**src/rtl/aes_pkg.sv**
```systemverilog
// Shared AES definitions: state geometry, byte indexing and the ShiftRows byte map.
package aes_pkg;

    localparam int AES_STATE_W = 128;
    localparam int AES_NB      = 4;

    typedef logic [AES_STATE_W-1:0] aes_state_t;

    // Byte position of s[r][c] in the column-major byte stream.
    function automatic int unsigned idx(input int unsigned r, input int unsigned c);
        return AES_NB * c + r;
    endfunction

    // ShiftRows (inverse=0) or InvShiftRows (inverse=1). Byte k sits at state[127-8k -: 8].
    function automatic aes_state_t shift_rows(input aes_state_t state, input logic inverse);
        aes_state_t  result;
        int unsigned src_c;
        result = '0;
        for (int unsigned r = 0; r < AES_NB; r++) begin
            for (int unsigned c = 0; c < AES_NB; c++) begin
                src_c = inverse ? ((c + AES_NB - r) % AES_NB) : ((c + r) % AES_NB);
                result[AES_STATE_W-1-8*idx(r, c) -: 8] = state[AES_STATE_W-1-8*idx(r, src_c) -: 8];
            end
        end
        return result;
    endfunction

endpackage

```
**src/rtl/shift_rows_perm.sv**
```systemverilog
// Combinational (Inv)ShiftRows byte permutation; pure wiring.
module shift_rows_perm
    import aes_pkg::*;
#(
    parameter bit INVERSE = 1'b0
) (
    input  logic [AES_STATE_W-1:0] state_in,
    output logic [AES_STATE_W-1:0] state_out
);

    // Route every byte to its shifted position.
    always_comb begin
        state_out = shift_rows(state_in, INVERSE);
    end

endmodule

```
**src/rtl/shift_rows_stage.sv**
```systemverilog
// Registered (Inv)ShiftRows stage with a 2-entry skid buffer on a valid/ready interface.
module shift_rows_stage
    import aes_pkg::*;
#(
    parameter int DATA_WIDTH = 128,
    parameter int TAG_WIDTH  = 4,
    parameter bit INVERSE    = 1'b0
) (
    input  logic                  clk,
    input  logic                  rst,
    input  logic                  shiftRows_valid_in,
    output logic                  shiftRows_ready_out,
    input  logic [DATA_WIDTH-1:0] shiftRows_data_in,
    input  logic [TAG_WIDTH-1:0]  shiftRows_tag_in,
    output logic                  shiftRows_valid_out,
    input  logic                  shiftRows_ready_in,
    output logic [DATA_WIDTH-1:0] shiftRows_data_out,
    output logic [TAG_WIDTH-1:0]  shiftRows_tag_out
);

    if (DATA_WIDTH != AES_STATE_W) begin : g_bad_width
        $error("shift_rows_stage: DATA_WIDTH must be 128");
    end

    typedef enum logic [1:0] {
        ST_EMPTY,
        ST_ONE,
        ST_FULL
    } skid_state_e;

    skid_state_e           state_q, state_d;
    logic                  ready_q;
    logic [DATA_WIDTH-1:0] or_data_q, sk_data_q, perm_data;
    logic [TAG_WIDTH-1:0]  or_tag_q, sk_tag_q;
    logic                  accept, transfer;
    logic                  load_or_in, load_or_sk, load_sk;

    shift_rows_perm #(
        .INVERSE (INVERSE)
    ) u_perm (
        .state_in  (shiftRows_data_in),
        .state_out (perm_data)
    );

    // valid_out is masked during reset so a held beat is never reported as transferred.
    assign shiftRows_valid_out = (state_q != ST_EMPTY) && !rst;
    assign shiftRows_ready_out = ready_q;
    assign shiftRows_data_out  = or_data_q;
    assign shiftRows_tag_out   = or_tag_q;

    assign accept   = shiftRows_valid_in && shiftRows_ready_out;
    assign transfer = shiftRows_valid_out && shiftRows_ready_in;

    // Skid FSM: decide next state and which register loads from where.
    always_comb begin
        // NOTE: every output of this block gets a default first, so no path can infer a latch.
        state_d    = state_q;
        load_or_in = 1'b0;
        load_or_sk = 1'b0;
        load_sk    = 1'b0;
        case (state_q)
            ST_EMPTY: begin
                if (accept) begin
                    state_d    = ST_ONE;
                    load_or_in = 1'b1;
                end
            end
            ST_ONE: begin
                if (accept && transfer) begin
                    load_or_in = 1'b1;
                end else if (accept) begin
                    state_d = ST_FULL;
                    load_sk = 1'b1;
                end else if (transfer) begin
                    state_d = ST_EMPTY;
                end
            end
            ST_FULL: begin
                if (transfer) begin
                    state_d    = ST_ONE;
                    load_or_sk = 1'b1;
                end
            end
            default: state_d = ST_EMPTY;
        endcase
    end

    // State, registered ready and the OR/SK data registers.
    always_ff @(posedge clk) begin
        // NOTE: state is assigned with <= so every flop samples pre-edge values, whatever the statement order.
        if (rst) begin
            state_q   <= ST_EMPTY;
            ready_q   <= 1'b0;
            // NOTE: the datapath registers are reset only because data_out/tag_out must read zero after reset.
            or_data_q <= '0;
            or_tag_q  <= '0;
            sk_data_q <= '0;
            sk_tag_q  <= '0;
        end else begin
            state_q <= state_d;
            ready_q <= (state_d != ST_FULL);
            if (load_or_in) begin
                or_data_q <= perm_data;
                or_tag_q  <= shiftRows_tag_in;
            end else if (load_or_sk) begin
                or_data_q <= sk_data_q;
                or_tag_q  <= sk_tag_q;
            end
            if (load_sk) begin
                sk_data_q <= perm_data;
                sk_tag_q  <= shiftRows_tag_in;
            end
        end
    end

endmodule

```
**config.mk**
```make
export PLATFORM = sky130hd
export DESIGN_NAME = shift_rows_stage
export DESIGN_NICKNAME = d
export VERILOG_FILES = /design/src/rtl/aes_pkg.sv /design/src/rtl/shift_rows_perm.sv /design/src/rtl/shift_rows_stage.sv
export SDC_FILE = /design/constraint.sdc
export NUM_CORES = 1
export LEC_CHECK = 0
export CAP_MARGIN = 20
export CORE_MARGIN = 2
export CORE_UTILIZATION = 35
export DETAILED_ROUTE_END_ITERATION = 10
export PLACE_DENSITY = 0.58
export SLEW_MARGIN = 20
export SYNTH_ARGS = -nofsm -noshare
export SYNTH_HDL_FRONTEND = slang
export SYNTH_HIERARCHICAL = 1
export SYNTH_SLANG_ARGS = --single-unit
```
**constraint.sdc**
```tcl
create_clock -name clk -period 2.2 [get_ports clk]
set_clock_uncertainty 0.15 [all_clocks]
set_input_delay 0.55 -clock clk [delete_from_list [all_inputs] [get_ports clk]]
set_output_delay 0.55 -clock clk [all_outputs]
set_load 0.03 [all_outputs]
```
Word level (Yosys, flattened, before mapping)
Index checks and enable logic that the tools add are counted.
Word-level totals
  memories kept: 0
  bits of input ports: 136
  ROM bits: 0
  bits in latches: 0
  bits in registers: 267
  logic and storage cells: 34
  memory bits (writable): 0
Cells by class
  div/mod/pow operators: 0
  mux-type cells: 17
  equal/unequal tests: 3
  bitwise logic cells: 0
  reduce and logical (&&, ||, !) cells: 8
  order comparisons: 0
  add/sub/neg operators: 0
  shift-type cells: 0
  multiply operators: 0
Operator list (number)
  two-way mux 128 bit: 2
  two-way mux 2 bit: 5
  two-way mux 4 bit: 2
  two-way mux 1 bit: 6
  one-hot mux 2 bit (3 select lines): 1
  logical AND 1 bit: 4
  nonzero test 2 bit: 2
  equality test 2 x 1 -> 1 bit (second input constant): 1
  equality test 2 bit (second input constant): 1
  logical NOT 2 bit: 1
  inequality test 2 bit (second input constant): 1
  one-hot mux 1 bit (2 select lines): 1
  logical NOT 1 bit: 1

Longest topological paths before layout
Gate-level depths: netlist of the first run.
  depth in word-level cells: 8
  depth in mapped cells: 8

Hierarchy
Netlist of the first run, hierarchy kept.
Modules (own cells, without submodules)
  shift_rows_stage: cells each 1329, area an instance 11243.3 um2, instances 1
  shift_rows_perm: cells each 128, area an instance 960.9 um2, instances 1

Worst setup path before layout of the first run
Ideal clock, no wire load.
  kind: input-to-output
  from: in rst
  to: out shiftRows_valid_out
  arrival time: 1.505 ns
  path slack: -0.005 ns
  stages: 4
  buffers on the path: 3
  required time: 1.500 ns
  cell sequence: buf_4 > clkbuf_1 > clkbuf_1 > nor2_1
Between the ends
  longest elaborated chain between the ends: 2
Ends and longest elaborated chain
  from (decl): RTL line shift_rows_stage.sv:10  | input logic rst,
  logical NOT 1 bit: RTL line shift_rows_stage.sv:46  | assign shiftRows_valid_out = (state_q != ST_EMPTY) && !rst;
  logical AND 1 bit: RTL line shift_rows_stage.sv:46
  to (decl): RTL line shift_rows_stage.sv:15  | output logic shiftRows_valid_out,
No other way between the ends.

Worst setup path in the final report of the first run
  from: reg state_q[0]
  to: out shiftRows_valid_out
Between the ends
  longest elaborated chain between the ends: 2
Ends and longest elaborated chain
  from (decl): RTL line shift_rows_stage.sv:31  | skid_state_e state_q, state_d;
  from (signal assigned): RTL line shift_rows_stage.sv:100  | state_q <= state_d;
  nonzero test 2 bit: RTL line shift_rows_stage.sv:46
  logical AND 1 bit: RTL line shift_rows_stage.sv:46
No other way between the ends.

==> flow_metrics.py, run 1 <==
metrics = {
    "min_path": {
        "hold_path_startpoint": "sk_data_q[102]$_SDFFE_PP0P_",
        "min_path_type": "reg2reg",
        "min_to": "sk_data_q[102]$_SDFFE_PP0P_",
        "whs_path_depth": 2,
    },
    "worst_setup_path": {
        "r2r-end": "shiftRows_data_out[13]$_SDFFE_PP0P_",
        "start_kind": "flop",
        "timing.rr.start": "state_q[0]$_SDFF_PP0_",
        "required_ps": 1500,
        "worst_ep_arrival_time_ps": 1370,
        "critical_path_class": "reg2out",
        "cpMaxStageDelayCell": "dfxtp_1",
        "path_max_fanout": 6,
        "slowest_delay_ps": 430,
        "cp_cell_sequence": "nor2_1 > nor2_2 > buf_4",
        "critPathCaptureType": "output port",
        "r2r_setup_slack_ps": 420,
        "r2r_cells": 5,
    },
    "routing": {
        "via_per_inst": 4.865,
        "drt_iter0_markers": 476,
        "num_vias": 9885,
        "wl_um": 32010,
        "drcViolationCount": 0,
        "wl_per_cell_um": 15.75,
        "dr.pass1.iters": 5,
        "ant_nets": 0,
    },
    "clock_network": {
        "clock-root-buffer": "clkbuf_16",
        "cts_buffer_depth": 3,
        "cts_tree": "built",
        "clock-sinks": 267,
        "clk_latency_ps": 550,
        "cts_setup_buffers": 0,
        "cts-buffers-inserted": 30,
        "cts_resized": 133,
        "cts_hold_buffers": 0,
        "clk_pin_slew_worst_paths_ps": 60,
        "htreeDepth": 1,
    },
    "logic_synthesis": {
        "synth.ff_latch_count": 267,
        "synth_area_um2": 12200,
        "yosys_warnings": 6,
        "synthCells": 1457,
        "yosys-top-cells-area": "dfxtp_1 44%, nand2_1 16%, a311oi_2 16%, buf_4 8.1%, a21oi_1 5.5%",
        "netlist_top_cells_count": "530 x nand2_1, 267 x dfxtp_1, 136 x nor2_1",
        "syn-num-nets": 1593,
        "ys_seq_area_frac": 0.4380,
        "synthArstFlopShare": 0,
        "synth_most_common_cell": "nand2_1",
        "synth_top_area_share": 0.4380,
        "synth-main-ff-cell": "dfxtp_1",
        "synth_cell_types": 20,
        "synth_area_leader_cell": "dfxtp_1",
        "synth_edf_count": 0,
        "synth_area_per_cell_um2": 8.376,
    },
    "global_route": {
        "grt_remaining_overflow": 0,
        "grt_pass1_wl_um": 51370,
        "gr-usage-met1": 0.2304,
        "gr-usage-met2": 0.2811,
        "antenna_found_initial": 1,
        "first_global_vias": 9776,
        "top_usage_layer": "met2",
        "grt_max_degree": 151,
        "met3_usage": 0.03423,
        "grt_usage": 0.1725,
    },
    "sta": {
        "setup_tns_ps": 0,
        "final_hold_viol_count": 0,
        "rsz0062_at_grt": "no",
        "setup_violations": 0,
        "slew_headroom": 0.3502,
        "max_freq_mhz": 482.5,
        "post-route-period-util": 0.9421,
        "slew_viol_final": 0,
        "worst_slew_pin_slew_ps": 974.7,
        "finalCriticalPeriod_ps": 2073,
    },
    "power_and_ir_drop": {
        "leakage_nw": 5.660,
        "power.density_nw_per_um2": 786.1,
        "max-vdd-ir-drop_mv": 0.5900,
        "total_power_mw": 12.06,
    },
    "finish": {
        "drive_gt1_frac": 0.1478,
        "fillers": 3377,
        "nets": 1690,
        "fin_util": 0.4452,
        "area_growth_pct": 25.71,
    },
    "floorplanning": {
        "die_w_um": 190.7,
        "die-area_um2": 36380,
        "die_h_um": 190.7,
        "core_area_um2": 34460,
        "fp-row-count": 68,
        "ios": 270,
        "start_util": 0.3542,
    },
    "placement": {
        "gp_congestion": 0.7400,
        "hpwl_um": 20250,
        "io_buffers": 269,
    },
    "flow_run": {
        "maxCapViolations": 0,
    },
    "status": {
        "outcome": "finished clean",
    },
}
worst max path at each step:
stage                               start                                  end  slack [ps]  cells past startpoint
floorplan                             rst                  shiftRows_valid_out         110                      4
global placement       shiftRows_ready_in  shiftRows_data_out[89]$_SDFFE_PP0P_        -220                      6
detailed placement     shiftRows_ready_in  shiftRows_data_out[19]$_SDFFE_PP0P_        -240                      6
CTS                 state_q[1]$_SDFF_PP0_                  shiftRows_valid_out          40                      3
global route        state_q[0]$_SDFF_PP0_                  shiftRows_valid_out          30                      3
finish              state_q[0]$_SDFF_PP0_                  shiftRows_valid_out         130                      3
state kept, by name, indices dropped and copies added (netlist names):
name / cells
shiftRows_data_out: 128
sk_data_q: 128
shiftRows_tag_out: 4
sk_tag_q: 4
state_q: 2
shiftRows_ready_out: 1
cells by family (layout without fill, tap and decap cells):
family / count (synthesis) / in the layout / share of synthesized area
buf+inv: 246 / 365 / 0.1313
simple gates: 675 / 675 / 0.2109
other cells: 0 / 1 / 0
mux: 1 / 1 / 0.0008202
compound gates: 268 / 268 / 0.2190
flops: 267 / 267 / 0.4380
through the flow:
| step | instances | worst slack [ps] | instance area (um^2) | hold slack [ps] |
|---|---|---|---|---|
| 6_report | 2032 | 127.3 | 15340 | 302.3 |
| 5_1_grt | 2032 | 25.26 | 15340 | 316.5 |
| 4_1_cts | 2031 | 38.10 | 15340 | 304.9 |
| 3_5_place_dp | 1977 | -243.8 | 14470 | 296.7 |
| 3_3_place_gp | 1977 | -218.3 | 14470 | 291.4 |
| 2_1_floorplan | 1457 | 113.9 | 12210 | 286.6 |
critical path, delay by kind of cell, from the launching register on:
kind	cells	cell delay, ps
and+or+nand+nor	2	210
buffers and inverters	1	180
DFF	1	430
placed cells by master (no fill, tap or decap), types with 8 or more instances in the layout:
master             n
a21oi_1          133
a311oi_2         132
buf_12            21
buf_4             22
clkbuf_16         31
clkbuf_8           8
clkdlybuf4s50_1  134
dfxtp_1          266
dlygate4sd2_1    133
nand2_1          530
nor2_1           135
where the power goes:
group	switching [mW]	internal, mW
Clock	2.01	3.18
Combinational	0.995	0.682
Sequential	0.132	5.06
Total	3.13	8.93
metal layers:
metal  wire length, um  vias to the layer above
li1                  -                     4900
met1             14510                     4698
met2             14810                      243
met3              1865                       44
met4               826                        0
met5                 0                        -
final cells by class:
class / instances / area, um^2 / area share
Clock buffer: 45 / 908.4 / 0.05921
Tap cell: 455 / 569.3 / 0.03711
Antenna cell: 1 / 2.502 / 0.0001631
Clock inverter: 9 / 123.9 / 0.008074
Multi-Input combinational cell: 944 / 5285 / 0.3445
Sequential cell: 267 / 5346 / 0.3485
Timing Repair Buffer: 311 / 3107 / 0.2025
Note: power is estimated with default switching activity, not from simulation.
==> inputs of run 2 (changes only) <==
- CORE_UTILIZATION: 35 -> 31
- PLACE_DENSITY: 0.58 -> 0.52
- SLEW_MARGIN: 20 -> 10
- clock period: 2.2 -> 2.5 ns (I/O delays scaled with it)
==> run 2 against run 1 <==
  * Largest power group is now the clock network
  * Final area grew 0.35%
  * Sequential share of layout area fell by 0.13 points
  * Global-route usage shrank 1.3 points
  * Critical path type unchanged
  * Register-to-register slack improved by 300 ps
==> flow_metrics.py, run 2 (same netlist as run 1, synthesis figures left out) <==
metrics = {
    "worst_setup_path": {
        "slowest_delay_ps": 470,
        "r2r_cells": 5,
        "required_ps": 1730,
        "start_kind": "flop",
        "cpMaxStageDelayCell": "dfxtp_1",
        "crit_top_cell": "nor2_1",
        "worst_ep_arrival_time_ps": 1660,
        "r2r_setup_slack_ps": 720,
        "path_max_fanout": 7,
        "cp_cell_sequence": "nor2_1 > nor2_1 > dlygate4sd2_1",
        "timing.rr.start": "state_q[0]$_SDFF_PP0_",
        "critPathCaptureType": "output port",
        "critical_path_class": "reg2out",
        "r2r-end": "shiftRows_data_out[120]$_SDFFE_PP0P_",
    },
    "routing": {
        "wl_um": 33120,
        "drcViolationCount": 0,
        "num_vias": 9758,
        "drt_iter0_markers": 564,
        "wl_per_cell_um": 15.98,
        "dr.pass1.iters": 4,
        "ant_nets": 0,
        "via_per_inst": 4.707,
    },
    "floorplanning": {
        "start_util": 0.3151,
        "core_area_um2": 38740,
        "die_h_um": 202.4,
        "die-area_um2": 40970,
        "die_w_um": 202.4,
        "fp-row-count": 72,
        "ios": 270,
    },
    "clock_network": {
        "clock-root-buffer": "clkbuf_16",
        "cts_buffer_depth": 3,
        "cts-buffers-inserted": 30,
        "htreeDepth": 1,
        "clock-sinks": 267,
        "cts_tree": "built",
        "cts_hold_buffers": 0,
        "cts_setup_buffers": 0,
        "clk_latency_ps": 550,
        "clk_pin_slew_worst_paths_ps": 60,
    },
    "status": {
        "outcome": "finished clean",
    },
    "placement": {
        "io_buffers": 269,
        "hpwl_um": 20340,
        "gp_congestion": 0.7422,
        "place_ws_ps": -26.43,
    },
    "power_and_ir_drop": {
        "total_power_mw": 10.76,
        "max-vdd-ir-drop_mv": 0.4777,
        "leakage_nw": 5.039,
        "power.density_nw_per_um2": 698.6,
    },
    "global_route": {
        "grt_pass1_wl_um": 53560,
        "antenna_found_initial": 0,
        "grt_usage": 0.1595,
        "grt_remaining_overflow": 0,
        "first_global_vias": 9686,
        "grt_max_degree": 98,
    },
    "min_path": {
        "min_path_type": "reg2reg",
        "min_to": "sk_data_q[4]$_SDFFE_PP0P_",
        "whs_path_depth": 2,
        "hold_path_startpoint": "sk_data_q[4]$_SDFFE_PP0P_",
    },
    "finish": {
        "final_common_cell": "nand2_1",
        "drive_gt1_frac": 0.1357,
        "fin_util": 0.3974,
        "antennaDiodeCount": 0,
        "area_growth_pct": 26.15,
        "nets": 1670,
        "final_cell_mix": "530 x nand2_1, 267 x clkdlybuf4s50_1, 267 x dfxtp_1",
    },
    "sta": {
        "setup_tns_ps": 0,
        "fin_ws_ps": 68.95,
        "final_hold_viol_count": 0,
        "max_freq_mhz": 411.3,
        "worst_slew_pin_slew_ps": 630.3,
        "slew_headroom": 0.5798,
        "rsz0062_at_grt": "no",
        "finalCriticalPeriod_ps": 2431,
        "setup_violations": 0,
        "slew_viol_final": 0,
        "post-route-period-util": 0.9724,
    },
    "flow_run": {
        "maxCapViolations": 0,
    },
}
[run 2: cell type report]
| class | count | area, um^2 |
|---|---|---|
| fill | 3907 | 23340 |
| tap | 518 | 648.1 |
| timing repair buffer | 291 | 3087 |
| sequential | 267 | 5345 |
| multi-input combinational | 944 | 5283 |
| clock buffer | 41 | 873.3 |
| clock inverter | 12 | 160.2 |
[run 2: metrics by stage]
stage	instance area (um^2)	hold WS (ps)	cells
floorplan	12200	286.6	1457
global placement	14360	291.4	2020
detailed placement	14360	296.8	2020
CTS	15400	305.0	2073
global route	15400	318.5	2073
finish	15400	303.6	2073
[run 2: worst max-delay path by stage]
stage,start,to,slack [ps],cells past startpoint
after floorplan,rst,shiftRows_valid_out,150,4
after global placement,shiftRows_ready_in,shiftRows_data_out[61]$_SDFFE_PP0P_,8,6
after detailed placement,shiftRows_ready_in,shiftRows_data_out[7]$_SDFFE_PP0P_,-30,6
after CTS,shiftRows_ready_out$_SDFF_PP0_,shiftRows_ready_out,20,1
after global routing,state_q[1]$_SDFF_PP0_,shiftRows_valid_out,2,3
final,state_q[1]$_SDFF_PP0_,shiftRows_valid_out,70,3
[run 2: critical path: cells and delay by family (launching register included)]
kind / cells / cell delay, ps
buf+inv: 1 / 460
flops: 1 / 470
simple gates: 2 / 160
[run 2: routing by layer]
metal / share of wire / vias to the layer above / routed length (um) / track usage
met1: 0.45 / 4628 / 15050 / 0.2108
met4: 0.026 / 0 / 858 / 0.04510
met2: 0.47 / 232 / 15510 / 0.2659
li1: - / 4859 / - / -
met3: 0.051 / 39 / 1698 / 0.02870
met5: 0 / - / 0 / 0
[run 2: power breakdown]
part / internal, mW / switching, mW / total (mW) / leakage [nW]
combinational: 0.705 / 0.873 / 1.58 / 2.34
clock: 2.83 / 1.77 / 4.60 / 0.518
sequential: 4.46 / 0.122 / 4.58 / 2.18
[run 2: what timing repair did]
item                                    4_1_cts  5_1_grt
endpoints found under the setup margin        1        0
hold endpoints to repair                      0        0
resized for setup                             1        0
